### config.mk
export PLATFORM = sky130hd
export DESIGN_NAME = ram_axi_rd_flat
export DESIGN_NICKNAME = d
export VERILOG_FILES = /design/src/rtl/ram_axi_rd_if.sv /design/src/rtl/ram_axi_rd.sv /design/src/flat_wrapper.sv
export SDC_FILE = /design/constraint.sdc
export NUM_CORES = 1
export LEC_CHECK = 0
export BUFFER_PORTS_ARGS = -buffer_cell sky130_fd_sc_hd__buf_2
export CAP_MARGIN = 15
export CORE_MARGIN = 3
export CORE_UTILIZATION = 38
export CTS_CLUSTER_DIAMETER = 50
export DETAILED_ROUTE_END_ITERATION = 12
export GPL_TIMING_DRIVEN = 0
export SYNTH_ARGS = -nofsm -noshare
export SYNTH_HDL_FRONTEND = slang
export SYNTH_SLANG_ARGS = --single-unit
export TNS_END_PERCENT = 1
### constraint.sdc
create_clock -name clk_i -period 4.95 [get_ports clk_i]
set_input_delay 0.495 -clock clk_i [delete_from_list [all_inputs] [get_ports clk_i]]
set_output_delay 0.495 -clock clk_i [all_outputs]
set_load 0.02 [all_outputs]
### src/rtl/ram_axi_rd_if.sv
// AXI read-channel bundle (AR + R) between a read master and ram_axi_rd.
// The master modport drives the request and RREADY; the slave modport
// drives ARREADY and the R beat.
interface ram_axi_rd_if #(
   parameter int ADDR_WIDTH = 16,
   parameter int BYTE_WIDTH = 8,
   parameter int ID_WIDTH   = 4
) ();

   logic [ID_WIDTH-1:0]   ARID;
   logic [ADDR_WIDTH-1:0] ARADDR;
   logic [7:0]            ARLEN;
   logic [2:0]            ARSIZE;
   logic [1:0]            ARBURST;
   logic                  ARVALID;
   logic                  ARREADY;

   logic [ID_WIDTH-1:0]   RID;
   logic [BYTE_WIDTH-1:0] RDATA;
   logic [1:0]            RRESP;
   logic                  RLAST;
   logic                  RVALID;
   logic                  RREADY;

   modport master (
      output ARID, ARADDR, ARLEN, ARSIZE, ARBURST, ARVALID, RREADY,
      input  ARREADY, RID, RDATA, RRESP, RLAST, RVALID
   );

   modport slave (
      input  ARID, ARADDR, ARLEN, ARSIZE, ARBURST, ARVALID, RREADY,
      output ARREADY, RID, RDATA, RRESP, RLAST, RVALID
   );

endinterface

### src/rtl/ram_axi_rd.sv
// AXI read slave in front of a synchronous byte RAM (one byte per beat).
// A burst is accepted in IDLE, then addresses are issued one per cycle while
// the 2-entry output buffer plus the single in-flight RAM read leave room.
// The RAM answers one cycle after the address; the answer is pushed into the
// buffer tagged with id/last/resp and the buffer head drives the R channel.
module ram_axi_rd #(
   parameter int ADDR_WIDTH = 16,
   parameter int BYTE_WIDTH = 8,
   parameter int ID_WIDTH   = 4
) (
   input  logic                  clk_i,
   input  logic                  rst_i,
   ram_axi_rd_if.slave           axi,
   output logic [ADDR_WIDTH-1:0] raddr,
   input  logic [BYTE_WIDTH-1:0] rdata
);

   typedef enum logic [0:0] {
      IDLE  = 1'b0,
      BURST = 1'b1
   } state_t;

   localparam logic [1:0] BURST_FIXED = 2'b00;
   localparam logic [1:0] BURST_INCR  = 2'b01;
   localparam logic [1:0] BURST_WRAP  = 2'b10;
   localparam logic [1:0] BURST_RSVD  = 2'b11;
   localparam logic [1:0] RESP_OKAY   = 2'b00;
   localparam logic [1:0] RESP_SLVERR = 2'b10;

   // A request is in error for any beat size other than one byte or for the
   // reserved burst encoding.
   function automatic logic ar_error(input logic [2:0] size, input logic [1:0] burst);
      ar_error = (size != 3'd0) || (burst == BURST_RSVD);
   endfunction

   // Address of the following beat. For WRAP the length (1, 3, 7 or 15) is
   // also the low-bit mask of the aligned window, so only those bits advance.
   function automatic logic [ADDR_WIDTH-1:0] next_addr(
      input logic [ADDR_WIDTH-1:0] addr,
      input logic [1:0]            mode,
      input logic [7:0]            len
   );
      logic [ADDR_WIDTH-1:0] inc;
      logic [ADDR_WIDTH-1:0] mask;
      inc  = addr + ADDR_WIDTH'(1'b1);
      mask = ADDR_WIDTH'(len);
      case (mode)
         BURST_FIXED: next_addr = addr;
         BURST_WRAP:  next_addr = (addr & ~mask) | (inc & mask);
         default:     next_addr = inc;
      endcase
   endfunction

   state_t                state_r;
   state_t                state_next_s;

   logic                  ar_hs_s;
   logic                  pop_s;
   logic                  push_s;
   logic                  issue_s;
   logic [2:0]            level_s;

   // burst context latched at the AR handshake
   logic [ID_WIDTH-1:0]   id_r;
   logic [ADDR_WIDTH-1:0] addr_r;
   logic [7:0]            len_r;
   logic [7:0]            cnt_r;
   logic [1:0]            mode_r;
   logic                  err_r;

   logic [ADDR_WIDTH-1:0] raddr_hold_r;

   // tags of the RAM read whose data arrives this cycle
   logic                  inflight_r;
   logic [ID_WIDTH-1:0]   infl_id_r;
   logic                  infl_last_r;
   logic                  infl_err_r;

   // 2-entry in-order output buffer
   logic [1:0][BYTE_WIDTH-1:0] buf_data_r;
   logic [1:0][ID_WIDTH-1:0]   buf_id_r;
   logic [1:0]                 buf_last_r;
   logic [1:0][1:0]            buf_resp_r;
   logic                       wr_ptr_r;
   logic                       rd_ptr_r;
   logic [1:0]                 occ_r;

   assign ar_hs_s = axi.ARVALID && (state_r == IDLE);
   assign pop_s   = (occ_r != 2'd0) && axi.RREADY;
   assign push_s  = inflight_r;
   // occupancy the buffer will have once this cycle's push and pop settle
   assign level_s = {1'b0, occ_r} + {2'b00, inflight_r} - {2'b00, pop_s};

   // Next state and address-issue decision.
   always_comb begin
      state_next_s = state_r;
      issue_s      = 1'b0;
      case (state_r)
         IDLE: begin
            if (ar_hs_s) begin
               state_next_s = BURST;
            end else begin
               state_next_s = IDLE;
            end
         end
         BURST: begin
            if (level_s < 3'd2) begin
               issue_s = 1'b1;
               if (cnt_r == len_r) begin
                  state_next_s = IDLE;
               end else begin
                  state_next_s = BURST;
               end
            end else begin
               state_next_s = BURST;
            end
         end
         default: begin
            state_next_s = IDLE;
            issue_s      = 1'b0;
         end
      endcase
   end

   // State register.
   always_ff @(posedge clk_i or posedge rst_i) begin
      if (rst_i) begin
         state_r <= IDLE;
      end else begin
         state_r <= state_next_s;
      end
   end

   // Latch the burst at the handshake, then walk the address per issued beat.
   always_ff @(posedge clk_i or posedge rst_i) begin
      if (rst_i) begin
         id_r   <= '0;
         addr_r <= '0;
         len_r  <= 8'd0;
         cnt_r  <= 8'd0;
         mode_r <= BURST_INCR;
         err_r  <= 1'b0;
      end else if (ar_hs_s) begin
         id_r   <= axi.ARID;
         addr_r <= axi.ARADDR;
         len_r  <= axi.ARLEN;
         cnt_r  <= 8'd0;
         err_r  <= ar_error(axi.ARSIZE, axi.ARBURST);
         mode_r <= ar_error(axi.ARSIZE, axi.ARBURST) ? BURST_INCR : axi.ARBURST;
      end else if (issue_s) begin
         addr_r <= next_addr(addr_r, mode_r, len_r);
         cnt_r  <= cnt_r + 8'd1;
      end
   end

   // The RAM address follows the issued beat and otherwise keeps its value.
   assign raddr = issue_s ? addr_r : raddr_hold_r;

   // Remember the last issued address so raddr holds between issues.
   always_ff @(posedge clk_i or posedge rst_i) begin
      if (rst_i) begin
         raddr_hold_r <= '0;
      end else if (issue_s) begin
         raddr_hold_r <= addr_r;
      end
   end

   // Carry the issued beat's tags alongside the one-cycle RAM read.
   always_ff @(posedge clk_i or posedge rst_i) begin
      if (rst_i) begin
         inflight_r  <= 1'b0;
         infl_id_r   <= '0;
         infl_last_r <= 1'b0;
         infl_err_r  <= 1'b0;
      end else begin
         inflight_r <= issue_s;
         if (issue_s) begin
            infl_id_r   <= id_r;
            infl_last_r <= (cnt_r == len_r);
            infl_err_r  <= err_r;
         end
      end
   end

   // Output buffer: push returning RAM data, pop on R handshake.
   always_ff @(posedge clk_i or posedge rst_i) begin
      if (rst_i) begin
         buf_data_r <= '0;
         buf_id_r   <= '0;
         buf_last_r <= 2'b00;
         buf_resp_r <= '0;
         wr_ptr_r   <= 1'b0;
         rd_ptr_r   <= 1'b0;
         occ_r      <= 2'd0;
      end else begin
         if (push_s) begin
            buf_data_r[wr_ptr_r] <= rdata;
            buf_id_r[wr_ptr_r]   <= infl_id_r;
            buf_last_r[wr_ptr_r] <= infl_last_r;
            buf_resp_r[wr_ptr_r] <= infl_err_r ? RESP_SLVERR : RESP_OKAY;
            wr_ptr_r             <= ~wr_ptr_r;
         end
         if (pop_s) begin
            rd_ptr_r <= ~rd_ptr_r;
         end
         occ_r <= occ_r + {1'b0, push_s} - {1'b0, pop_s};
      end
   end

   assign axi.ARREADY = (state_r == IDLE);
   assign axi.RVALID  = (occ_r != 2'd0);
   assign axi.RID     = buf_id_r[rd_ptr_r];
   assign axi.RDATA   = buf_data_r[rd_ptr_r];
   assign axi.RLAST   = buf_last_r[rd_ptr_r];
   assign axi.RRESP   = buf_resp_r[rd_ptr_r];

endmodule

### src/flat_wrapper.sv
// flat-port wrapper written by rule: the top's interface ports become plain ports
module ram_axi_rd_flat 
#(
   parameter int ADDR_WIDTH = 16,
   parameter int BYTE_WIDTH = 8,
   parameter int ID_WIDTH   = 4
)
  (clk_i, rst_i, raddr, rdata, axi_ARID, axi_ARADDR, axi_ARLEN, axi_ARSIZE, axi_ARBURST, axi_ARVALID, axi_RREADY, axi_ARREADY, axi_RID, axi_RDATA, axi_RRESP, axi_RLAST, axi_RVALID);
  ram_axi_rd_if #(.ADDR_WIDTH(ADDR_WIDTH), .BYTE_WIDTH(BYTE_WIDTH), .ID_WIDTH(ID_WIDTH)) axi_i ();
  input  logic clk_i;
  input  logic rst_i;
  output logic [ADDR_WIDTH-1:0] raddr;
  input  logic [BYTE_WIDTH-1:0] rdata;
  input wire logic [$bits(axi_i.ARID)-1:0] axi_ARID;
  input wire logic [$bits(axi_i.ARADDR)-1:0] axi_ARADDR;
  input wire logic [$bits(axi_i.ARLEN)-1:0] axi_ARLEN;
  input wire logic [$bits(axi_i.ARSIZE)-1:0] axi_ARSIZE;
  input wire logic [$bits(axi_i.ARBURST)-1:0] axi_ARBURST;
  input wire logic [$bits(axi_i.ARVALID)-1:0] axi_ARVALID;
  input wire logic [$bits(axi_i.RREADY)-1:0] axi_RREADY;
  output wire logic [$bits(axi_i.ARREADY)-1:0] axi_ARREADY;
  output wire logic [$bits(axi_i.RID)-1:0] axi_RID;
  output wire logic [$bits(axi_i.RDATA)-1:0] axi_RDATA;
  output wire logic [$bits(axi_i.RRESP)-1:0] axi_RRESP;
  output wire logic [$bits(axi_i.RLAST)-1:0] axi_RLAST;
  output wire logic [$bits(axi_i.RVALID)-1:0] axi_RVALID;
  assign axi_i.ARID = axi_ARID;
  assign axi_i.ARADDR = axi_ARADDR;
  assign axi_i.ARLEN = axi_ARLEN;
  assign axi_i.ARSIZE = axi_ARSIZE;
  assign axi_i.ARBURST = axi_ARBURST;
  assign axi_i.ARVALID = axi_ARVALID;
  assign axi_i.RREADY = axi_RREADY;
  assign axi_ARREADY = axi_i.ARREADY;
  assign axi_RID = axi_i.RID;
  assign axi_RDATA = axi_i.RDATA;
  assign axi_RRESP = axi_i.RRESP;
  assign axi_RLAST = axi_i.RLAST;
  assign axi_RVALID = axi_i.RVALID;
  ram_axi_rd #(.ADDR_WIDTH(ADDR_WIDTH), .BYTE_WIDTH(BYTE_WIDTH), .ID_WIDTH(ID_WIDTH)) u_core (.clk_i(clk_i), .rst_i(rst_i), .axi(axi_i), .raddr(raddr), .rdata(rdata));
endmodule
==> flow_metrics.env <==
export IMPL_r2r_slack_ps=1210
export IMPL_num_fill_cells=1073
export IMPL_insertion_delay_ps=350
export IMPL_synthesis_nets=479
export IMPL_end_kind="output port"
export IMPL_skew_ps=8.901
export IMPL_detail_route_wl_per_cell_um=14.93
export IMPL_synth_fa_ha_area_frac=0.01599
export IMPL_syn_mean_instance_area_um2=10.22
export IMPL_use_met2=0.2622
export IMPL_yosysWarnings=0
export IMPL_syn_area_um2=4383
export IMPL_critical_path_buf_inv_count=5
export IMPL_dieArea_um2=12860
export IMPL_cts_clk_slew_worst_paths_ps=70
export IMPL_cp_num_cells=14
export IMPL_yosys_top_cells_area="dfrtp_1 (54%), mux2_2 (11%), nand2_1 (9.9%), xnor2_1 (2.2%), mux2i_1 (1.6%)"
export IMPL_max_freq_mhz=220.6
export IMPL_p_leak_uw=0.002482
export IMPL_slowest_delay_ps=440
export IMPL_grt_max_degree=74
export IMPL_arrival_ps=4040
export IMPL_drv_cap=0
export IMPL_yosysTopAreaCell="dfrtp_1"
export IMPL_synth_seq_cells=95
export IMPL_finalSetupViolations=0
export IMPL_period_share=0.9159
export IMPL_drt_initial_drc_count=222
export IMPL_dr_pass1_iters=4
export IMPL_p_total_uw=4103
export IMPL_cts_hold_fix_buffers=0
export IMPL_areaGrowthSynthToFinish_pct=19.98
export IMPL_crit_family="simple AND/OR/NAND/NOR gates"
export IMPL_final_util=0.4767
export IMPL_drive_gt1_frac=0.2759
export IMPL_vias=3342
export IMPL_final_min_clock_period_ps=4534
export IMPL_final_antenna_net_count=0
export IMPL_die_h_um=113.4
export IMPL_timing_setup_tns_ps=0
export IMPL_synth_compound_area_share=0.06509
export IMPL_core_um2=11030
export IMPL_root_buffer="clkbuf_16"
export IMPL_antenna_found_initial=0
export IMPL_ioPinCount=78
export IMPL_grt_total_usage=0.1659
export IMPL_hold_violations=0
export IMPL_final_common_cell="nand2_1"
export IMPL_synth_edf_count=0
export IMPL_final_cell_mix="nand2_1 (116), dfrtp_1 (94), buf_2 (78), mux2_2 (42)"
export IMPL_cp_cell_sequence="or2_2 > and2_1 > ha_1 > inv_1 > ha_1 > inv_1 > fa_1 > xnor2_1 > nand3_1 > clkinv_1 > clkbuf_1 > nand2_1 > nand2_1 > buf_2"
export IMPL_grt_overflow_total=0
export IMPL_num_antenna_cells=0
export IMPL_synth_top_family_by_area="simple AND/OR/NAND/NOR gates"
export IMPL_core_rowCount=38
export IMPL_ys_seq_area_frac=0.5427
export IMPL_viasPerCell=5.048
export IMPL_critPathMaxFanout=10
export IMPL_cts_setup_buffers=0
export IMPL_hold_path_class="in -> async"
export IMPL_async_flop_share=1.000
export IMPL_synth_simple_area_share=0.1955
export IMPL_cp_start_kind="register"
export IMPL_gr_max_usage_layer="met2"
export IMPL_start_util=0.3973
export IMPL_cts_buffers_inserted=9
export IMPL_place_area_um2=4969
export IMPL_placed_cells=646
export IMPL_routabilityCongestion=0.8059
export IMPL_place_detailed_hpwl_um=7196
export IMPL_synth_cells=429
export IMPL_seq_area_um2=2379
export IMPL_grt_first_pass_wirelength_um=16910
export IMPL_grt_use_met3=0.04244
export IMPL_slew_headroom=0.5121
export IMPL_layoutNonFillerInstCount=662
export IMPL_status="finished clean"
export IMPL_grt_pass1_vias=3439
export IMPL_rsz0062_at_grt="no"
export IMPL_routed_wl_um=9883
export IMPL_synth_cell_types=45
export IMPL_drc=0
export IMPL_numPortBuffers=76
export IMPL_ir_worst_vdd_mv=0.3988
export IMPL_power_density_nw_per_um2=780.3
export IMPL_design_area_um2=5259
export IMPL_die_w_um=113.4
export IMPL_cts_num_sinks=95
export IMPL_ctsResizeCount=0
export IMPL_timing_worst_slew_pin_value_ps=729.4
export IMPL_cts_tree="yes"
export IMPL_gr_usage_met1=0.2223
export IMPL_path_class="reg -> out"
export IMPL_synth_ff_type="dfrtp_1"
export IMPL_muxShareOfSynthArea=0.1239
export IMPL_finalMaxSlewViolations=0
export IMPL_r2r_cells=12
export IMPL_multi_input_area_um2=1882
export IMPL_yosys_area_share_xor_xnor=0.02798
export IMPL_cp_required_ps=4450
export IMPL_final_nets=567
export IMPL_slowest_stage="dfrtp_1"
export IMPL_h_tree_depth=3
export IMPL_synth_top_cell_area_share=0.5367
export IMPL_clock_path_buffers=2
metrics by stage:
step	setup WS, ps	hold WS [ps]
after CTS	313.9	108.0
after global routing	14.80	116.8
after detailed placement	682.3	450.3
after floorplan	1337	438.6
final	416.2	106.3
after global placement	726.1	450.4
registers in the layout, indices dropped and copies added (netlist names), 2 cells and up, named ones only:
name                 flops
u_core.buf_data_r       16
u_core.raddr_hold_r     16
u_core.addr_r            9
u_core.buf_id_r          8
u_core.cnt_r             8
u_core.len_r             8
u_core.id_r              4
u_core.infl_id_r         4
u_core.buf_last_r        2
u_core.buf_resp_r        2
u_core.mode_r            2
u_core.occ_r             2
cell usage after synthesis (all sizes together), types with 7 or more instances:
master and count:
nor2 15, nand2 116, mux2i 7, mux2 42, inv 9, nor3 9, clkbuf 15, dfrtp 94
o21ai 14, a31oi 9, nand3 12, xnor2 11
final timing paths:
kind,from,to
worst max-delay path,u_core.occ_r[1]$_DFF_PP0_,raddr[8]
min in group clk_i,axi_ARLEN[1],u_core.len_r[1]$_DFFE_PP0P_
worst max register to register,u_core.occ_r[1]$_DFF_PP0_,u_core.addr_r[15]$_DFFE_PP0P_
worst min register to register,u_core.raddr_hold_r[3]$_DFF_PP0_,u_core.raddr_hold_r[3]$_DFF_PP0_
max in group asynchronous,rst_i,u_core.mode_r[0]$_DFFE_PP1P_
worst min-delay path,rst_i,u_core.buf_data_r[5]$_DFFE_PP0P_
cell type report:
type | count | area share
Sequential cell | 95 | 0.4523
Multi-Input combinational cell | 303 | 0.3578
Timing Repair Buffer | 77 | 0.07756
Clock buffer | 10 | 0.04544
Tap cell | 140 | 0.03331
Buffer | 21 | 0.01618
Clock inverter | 6 | 0.009755
Inverter | 10 | 0.007614
metal layers:
| layer | wire length, µm | share of wire |
|---|---|---|
| met1 | 4531 | 0.46 |
| met2 | 4629 | 0.47 |
| met3 | 580 | 0.059 |
| met4 | 142 | 0.014 |
| met5 | 0 | 0 |
where the power goes:
group	switching [µW]	leakage, µW	internal [µW]
Sequential	254	0.00116	1150
Clock	312	0.000145	362
Combinational	1270	0.00118	762
Total	1830	0.00248	2270
kinds of logic after synthesis:
logic type,Yosys count
compound gates,44
xor+xnor,14
fa+ha+maj,5
buf+inv,31
flops,95
mux,49
other cells,1
simple gates,190
(Power assumes the default switching activity.)
